==> src/rtl/sr_latch_bank.sv <==
// Bank of WIDTH clocked set/reset storage bits with a fixed S=R=1 resolution,
// registered rise/fall/conflict flags and a saturating conflict counter.
module sr_latch_bank #(
   parameter int                 WIDTH   = 8,
   parameter int                 MODE    = 0,
   parameter logic [WIDTH-1:0]   RST_VAL = {WIDTH{1'b0}},
   parameter int                 CNT_W   = 8
) (
   input  logic              clk,
   input  logic              rst,
   input  logic [WIDTH-1:0]  S,
   input  logic [WIDTH-1:0]  R,
   input  logic              clr_cnt,
   output logic [WIDTH-1:0]  Q,
   output logic [WIDTH-1:0]  Q_bar,
   output logic [WIDTH-1:0]  rise,
   output logic [WIDTH-1:0]  fall,
   output logic [WIDTH-1:0]  conflict,
   output logic [CNT_W-1:0]  conflict_cnt
);

   localparam logic [CNT_W-1:0] CNT_MAX = {CNT_W{1'b1}};

   if (MODE < 0 || MODE > 3) begin : g_bad_mode
      $error("sr_latch_bank: MODE must be 0..3");
   end
   if (WIDTH < 1 || CNT_W < 1) begin : g_bad_width
      $error("sr_latch_bank: WIDTH and CNT_W must be at least 1");
   end

   logic [WIDTH-1:0] q_next;
   logic [WIDTH-1:0] both;
   logic             any_conflict;
   logic [CNT_W-1:0] cnt_next;

   assign both         = S & R;
   assign any_conflict = |both;

   always_comb begin
      q_next = Q;
      for (int i = 0; i < WIDTH; i++) begin
         unique case ({S[i], R[i]})
            2'b10:   q_next[i] = 1'b1;
            2'b01:   q_next[i] = 1'b0;
            2'b11: begin
               case (MODE)
                  0:       q_next[i] = 1'b1;
                  1:       q_next[i] = 1'b0;
                  2:       q_next[i] = Q[i];
                  default: q_next[i] = ~Q[i];
               endcase
            end
            default: q_next[i] = Q[i];
         endcase
      end
   end

   // Clear has priority over a same-edge increment; the count never wraps.
   always_comb begin
      cnt_next = conflict_cnt;
      if (clr_cnt) begin
         cnt_next = '0;
      end else if (any_conflict && conflict_cnt != CNT_MAX) begin
         cnt_next = conflict_cnt + 1'b1;
      end
   end

   always_ff @(posedge clk) begin
      if (rst) begin
         Q            <= RST_VAL;
         rise         <= '0;
         fall         <= '0;
         conflict     <= '0;
         conflict_cnt <= '0;
      end else begin
         Q            <= q_next;
         rise         <= q_next & ~Q;
         fall         <= ~q_next & Q;
         conflict     <= both;
         conflict_cnt <= cnt_next;
      end
   end

   assign Q_bar = ~Q;

endmodule

==> config.mk <==
export PLATFORM = sky130hd
export DESIGN_NAME = sr_latch_bank
export DESIGN_NICKNAME = d
export VERILOG_FILES = /design/src/rtl/sr_latch_bank.sv
export SDC_FILE = /design/constraint.sdc
export NUM_CORES = 1
export LEC_CHECK = 0
export BUFFER_PORTS_ARGS = -buffer_cell sky130_fd_sc_hd__clkbuf_2
export CAP_MARGIN = 20
export CELL_PAD_IN_SITES_DETAIL_PLACEMENT = 1
export CELL_PAD_IN_SITES_GLOBAL_PLACEMENT = 2
export CORE_MARGIN = 1.5
export CORE_UTILIZATION = 25
export DETAILED_ROUTE_END_ITERATION = 10
export MAX_ROUTING_LAYER = met4
export PLACE_DENSITY_LB_ADDON = 0.1
export RECOVER_POWER = 50
export SLEW_MARGIN = 10
export SYNTH_ARGS = -nofsm -noshare
export SYNTH_HDL_FRONTEND = slang
export SYNTH_SLANG_ARGS = --single-unit
==> constraint.sdc <==
create_clock -name clk -period 2.9 [get_ports clk]
set_input_delay 0.29 -clock clk [delete_from_list [all_inputs] [get_ports clk]]
set_output_delay 0.29 -clock clk [all_outputs]
set_load 0.02 [all_outputs]
==> impl_results.md, run 1 <==
- Hold Crit Depth: 2
- Required time of the critical path: 3.08 ns
- First-pass GRT wire length: a little under 6 mm
- Max-slew violation count: 0
- Initial antenna violation count: 0
- Core Area: 5240 sq um
- Resized cells post-CTS: 0
- Post-Syn Nets: 165
- Internal power: slightly above 0.0009 W
- Final net count: 233
- Cell count after synthesis: between 100 and 150
- CP endpoint kind: register
- Leak: 0.829 nW
- Measured slew at the worst slew-check pin: 1.40 ns
- Inserted Clock Buffers: 5
- Clock latency on the worst-skew pair: between 0.2 and 0.3 ns
- CTS Hold Bufs: 0
- Setup TNS: 0 ns
- CTS Root Cell: clkbuf_8
- Crit-path leading delay family: buffers and inverters
- CTS max path bufs: 2
- Distinct cells, synth: 29
- Reg2reg setup slack: about 1.3 ns
- Drt first pass iters: 4
- PwrDens: 642 nW/um^2
- Max cap viols: 0
- Initial Util: between 20% and 30%
- Worst path cell trace: clkbuf_1 > or2_0 > or4_1 > nand2_1
- Skew final: 0.00897 ns
- Status: completed
- Clock-pin slew on the worst setup and hold paths: 0.08 ns
- Critical Path AT: just under 2 ns
- Final min period: 1.80 ns
- I/O pins: 67
- Register area share after synthesis: 57.8%
- Sw Share: 23.9%
- Post-route ant nets: 0
- Final setup fails: 0
- Clock group share of total power: between 40 and 50%
- Post-Synthesis Cell Area: 1390 sq um
- Layout cells sized above 1: about 30%
- Global placer's final weighted congestion: ~0.72
- Worst setup SP type: input pin
- Switching Power: 0.000289 W
- FF+latch count, synth: 40
- Port buffer count: 66
- RSZ-0062 raised after global routing: no
- Tcrit/Tclk final: between 60% and 70%
- DR vias/cell: 4.45
- DR WL/cell: between 10 and 15 microns
- Post-Place Cell Area: between 1500 and 2000 sq um
- Pin count of the biggest net entering global routing: 35
- Max incr delay on CP: 1.00 ns
- Reg2reg path depth: 6
- Yosys warnings: 0
- Postcts setup bufs: 0
- Vias in the first global route: 1,269
- HP Class: in -> reg
- Launch point of the worst reg-to-reg path: conflict_cnt[0]$_SDFFE_PP0P_
- Seq pwr share: ~48%
- Routed vias: approximately 1,300
- Grt ovf: 0
- Kind of critical path: in -> reg
- Die Y: 77.4 microns
- WP depth: 4
- Worst Setup SP: rst
- Gate power share: between 10% and 20%
- Crit-path slowest cell: clkbuf_1
- Hold WS: 0.204 ns
- HPWL Detailed: around 2.8 mm
- Final Hold Vio Count: 0
- CTS tree: built
- Layout overhead on the synthesized area: 35.9%
- Number of diodes: 0
- CP endpoint: conflict_cnt[4]$_SDFFE_PP0P_
- Clock sink count: 40
- Utilization after layout: 35.9%
- Iter 0 DRT Violations: 25
- Max Clock Freq: between 500 and 600 MHz
- Total Wirelength: 3.61 mm
- Critical path peak fanout: 34
- CP Buf/Inv Count: 1
- R2R Path End: conflict_cnt[5]$_SDFFE_PP0P_
- Chip width: 77.4 microns
- Syn avg cell area: about 9.6 sq um
- CTS HTree Levels: 2
- Full die area: ~6000 sq um
- VDD IR max: ~260 uV
- Final Cell Area: 1880 sq um
- Row count: 26
- GRT Total Usage: 13.0%
- Post-route DRC violation count: 0
- FILL cells: 641
- Relative slew slack: 6.66%
-- state kept, by name, indices dropped and copies added (netlist names) --
register	flops
Q	8
conflict	8
conflict_cnt	8
fall	8
rise	8
-- worst min path at each step --
| stage | from | endpoint |
|---|---|---|
| 6_report | S[1] | fall[1]$_SDFF_PP0_ |
| 5_1_grt | S[1] | fall[1]$_SDFF_PP0_ |
| 4_1_cts | S[1] | fall[1]$_SDFF_PP0_ |
| 3_5_place_dp | Q[5]$_SDFF_PP0_ | rise[5]$_SDFF_PP0_ |
| 3_3_place_gp | Q[5]$_SDFF_PP0_ | rise[5]$_SDFF_PP0_ |
| 2_1_floorplan | S[0] | fall[0]$_SDFF_PP0_ |
-- stage by stage --
stage                     setup WS, ns  instances  power [W]
after floorplan                   1.32        145   0.000679
after global placement            1.08        276   0.000732
after detailed placement          1.03        276   0.000737
after CTS                         1.28        284    0.00123
after global routing             0.923        284    0.00128
final                             1.10        284    0.00121
-- routing by layer --
| metal | GRT usage [%] | share of wire [%] |
|---|---|---|
| met2 | 21.7 | 49 |
| met5 | - | 0 |
| met1 | 14.1 | 43 |
| met4 | 5.45 | 1.6 |
| met3 | 4.35 | 6.4 |
-- cell usage after synthesis, drive strengths merged --
cell	instances	area share [%]
o31ai	1	0.54
nand2	8	2.3
or2	1	0.45
nor2	11	3.0
nand4	1	0.45
inv	18	4.9
o21ai	3	1.1
or3	3	1.4
clkbuf	3	0.81
xor2	1	0.63
ha	1	0.90
nor4b	1	0.63
nor3	7	2.5
a21oi	11	4.0
o32ai	1	0.63
a211oi	1	0.54
a21o	1	0.54
nor4	9	4.1
dfxtp	40	58
mux2i	1	0.72
o211ai	1	0.54
a22oi	4	2.5
nand3	3	1.1
or4	2	1.1
buf	3	2.0
nor3b	9	4.9
-- cell usage in the layout, fill, tap and decap left out, types with 9 or more instances in the layout --
cell      instances
clkbuf_2         53
clkbuf_1         13
a21oi_1          11
nor2_1           11
inv_1            18
dfxtp_1          40
nor3b_1           9
nor4_1            9
-- logic make-up after synthesis --
logic type	after synthesis	share of synthesized area, %
AND/OR/NAND/NOR	55	21.9
flip-flops	40	57.8
buffers and inverters	24	7.68
AO/OA/AOI/OAI	23	10.4
XOR/XNOR	1	0.632
multiplexers	1	0.723
adder cells (fa/ha/maj)	1	0.903
-- power groups by stage --
| stage | sequential [W] | clock, W | combinational [W] |
|---|---|---|---|
| 2_1_floorplan | 0.000624 | 0 | 0.0000554 |
| 3_5_place_dp | 0.000597 | 0 | 0.000140 |
| 4_1_cts | 0.000584 | 0.000507 | 0.000140 |
| 6_report | 0.000584 | 0.000489 | 0.000136 |
| 3_3_place_gp | 0.000596 | 0 | 0.000136 |
| 5_1_grt | 0.000587 | 0.000540 | 0.000150 |
-- cell type report --
cell class	count	area [sq um]	share of cell area, %
Clock inverter	1	30.0	1.60
Clock buffer	7	96.3	5.12
Tap cell	70	87.6	4.65
Multi-Input combinational cell	81	478	25.4
Timing Repair Buffer	67	322	17.1
Sequential cell	40	801	42.6
Inverter	18	67.6	3.59
Note: power is estimated with default switching activity, not from simulation.
==> run 2: changes to the inputs <==
- clock period: 2.9 -> 1.8 ns (I/O delays scaled with it)
==> impl_results.md, run 2 (same netlist as run 1, synthesis figures left out) <==
- RSZ-0062 raised after global routing: no
- Critical path peak fanout: 11
- Full die area: 6000 sq um
- CTS max path bufs: 2
- Worst setup SP type: register
- Final setup fails: 0
- Post-Place Cell Area: 1780 sq um
- Reg2reg path depth: 6
- Measured slew at the worst slew-check pin: 0.456 ns
- Pin count of the biggest net entering global routing: 34
- Hold EP: fall[0]$_SDFF_PP0_
- DR vias/cell: 4.44
- VDD IR max: 335 uV
- Utilization after layout: between 30% and 40%
- Inserted Clock Buffers: 5
- Hold Crit Depth: 2
- Setup TNS: 0 ns
- Layout cells sized above 1: between 30% and 40%
- Crit-path leading delay family: simple AND/OR/NAND/NOR gates
- R2R Path End: conflict_cnt[4]$_SDFFE_PP0P_
- Critical Path AT: approximately 1.8 ns
- Relative slew slack: 69.6%
- Setup WS post-layout: 0.217 ns
- HPWL Detailed: 2.77 mm
- Row count: 26
- Final net count: 234
- Die Y: 77.4 microns
- PwrDens: approximately 1100 nW/um^2
- Register area: 801 sq um
- Global placer's final weighted congestion: between 0.7 and 0.8
- Core Area: 5240 sq um
- FILL cells: 642
- Grt ovf: 0
- Final min period: 1.58 ns
- Reg2reg setup slack: around 0.22 ns
- Hold path startpoint: S[0]
- Leak: approximately 0.84 nW
- Tcrit/Tclk final: 87.9%
- Post-route DRC violation count: 0
- Iter 0 DRT Violations: 31
- WP depth: 6
- CTS tree: built
- GRT Total Usage: 12.9%
- DR WL/cell: between 10 and 15 microns
- Clock sink count: 40
- Max Clock Freq: ~630 MHz
- Worst path cell trace: ha_1 > nand2_1 > o32ai_1 > buf_4 > or4_1 > nand2_1
- Skew final: 0.00498 ns
- Chip width: 77.4 microns
- Total Wirelength: between 3 and 4 mm
- Most common cell after layout, fill and taps aside: clkbuf_2
- Clock-pin slew on the worst setup and hold paths: 0.07 ns
- Layout overhead on the synthesized area: 36.7%
- Drt first pass iters: 4
- Crit-path slowest cell: or4_1
- Postcts setup bufs: 0
- HP Class: in -> reg
- Post-route ant nets: 0
- CTS Root Cell: clkbuf_8
- Required time of the critical path: 2.03 ns
- CP endpoint kind: register
- I/O pins: 67
- Vias in the first global route: approximately 1,300
- Max-slew violation count: 0
- Hold WS: 0.0932 ns
- Status: completed
- Final Cell Area: 1890 sq um
- Max incr delay on CP: 0.48 ns
- CTS Hold Bufs: 0
- Multi-input gate area: 478 sq um
- CP Buf/Inv Count: 1
- Clock latency on the worst-skew pair: about 0.29 ns
- Post-Place Worst Slack: 0.233 ns
- Number of diodes: 0
- Port buffer count: 66
- Resized cells post-CTS: 0
- Commonest cells after routing, fill and taps aside: 54 x clkbuf_2, 40 x dfxtp_1, 18 x inv_1
- Initial antenna violation count: 0
- CP dominant cell by count: nand2_1
- First-pass GRT wire length: 5.88 mm
- Max cap viols: 0
- Initial Util: about a quarter
- Routed vias: 1,261
- Final Hold Vio Count: 0
- CTS HTree Levels: 2
- Kind of critical path: reg -> reg
- Launch point of the worst reg-to-reg path: conflict_cnt[0]$_SDFFE_PP0P_
==> run 2: area by class of cell <==
type	instances	area share (%)
flip-flops and latches	40	42.3
multi-input cells	81	25.2
well taps	70	4.63
clock inverters	2	3.17
clock buffers	5	3.64
repair buffers	68	17.4
inverters	18	3.57
==> run 2: layer usage <==
metal / part of all wire, % / vias up / wire, microns / global-route usage (%)
li1: - / 634 / - / -
met1: 45 / 578 / 1590 / 14.6
met2: 47 / 42 / 1680 / 20.9
met3: 6.3 / 7 / 225 / 4.35
met4: 1.7 / 0 / 61 / 5.45
met5: 0 / - / 0 / -
==> run 2: worst max-delay path by stage <==
stage | start | end | slack, ns
floorplan | conflict_cnt[0]$_SDFFE_PP0P_ | conflict_cnt[0]$_SDFFE_PP0P_ | 0.22
global placement | conflict_cnt[0]$_SDFFE_PP0P_ | conflict_cnt[5]$_SDFFE_PP0P_ | 0.28
detailed placement | conflict_cnt[0]$_SDFFE_PP0P_ | conflict_cnt[4]$_SDFFE_PP0P_ | 0.23
CTS | conflict_cnt[0]$_SDFFE_PP0P_ | conflict_cnt[4]$_SDFFE_PP0P_ | 0.20
global route | conflict_cnt[1]$_SDFFE_PP0P_ | conflict_cnt[0]$_SDFFE_PP0P_ | 0.1
finish | conflict_cnt[0]$_SDFFE_PP0P_ | conflict_cnt[4]$_SDFFE_PP0P_ | 0.22
==> run 2: power by group <==
| part | switching [W] | leakage (nW) | internal, W | total [W] |
|---|---|---|---|---|
| clock | 0.000297 | 0.0642 | 0.000545 | 0.000842 |
| combinational | 0.000148 | 0.444 | 0.0000730 | 0.000221 |
| sequential | 0.0000204 | 0.328 | 0.000921 | 0.000941 |
==> run 2: stage by stage <==
step / power [W] / std cells
after CTS: 0.00204 / 284
after global placement: 0.00118 / 277
after detailed placement: 0.00119 / 277
after global routing: 0.00210 / 284
final: 0.00200 / 284
after floorplan: 0.00109 / 145
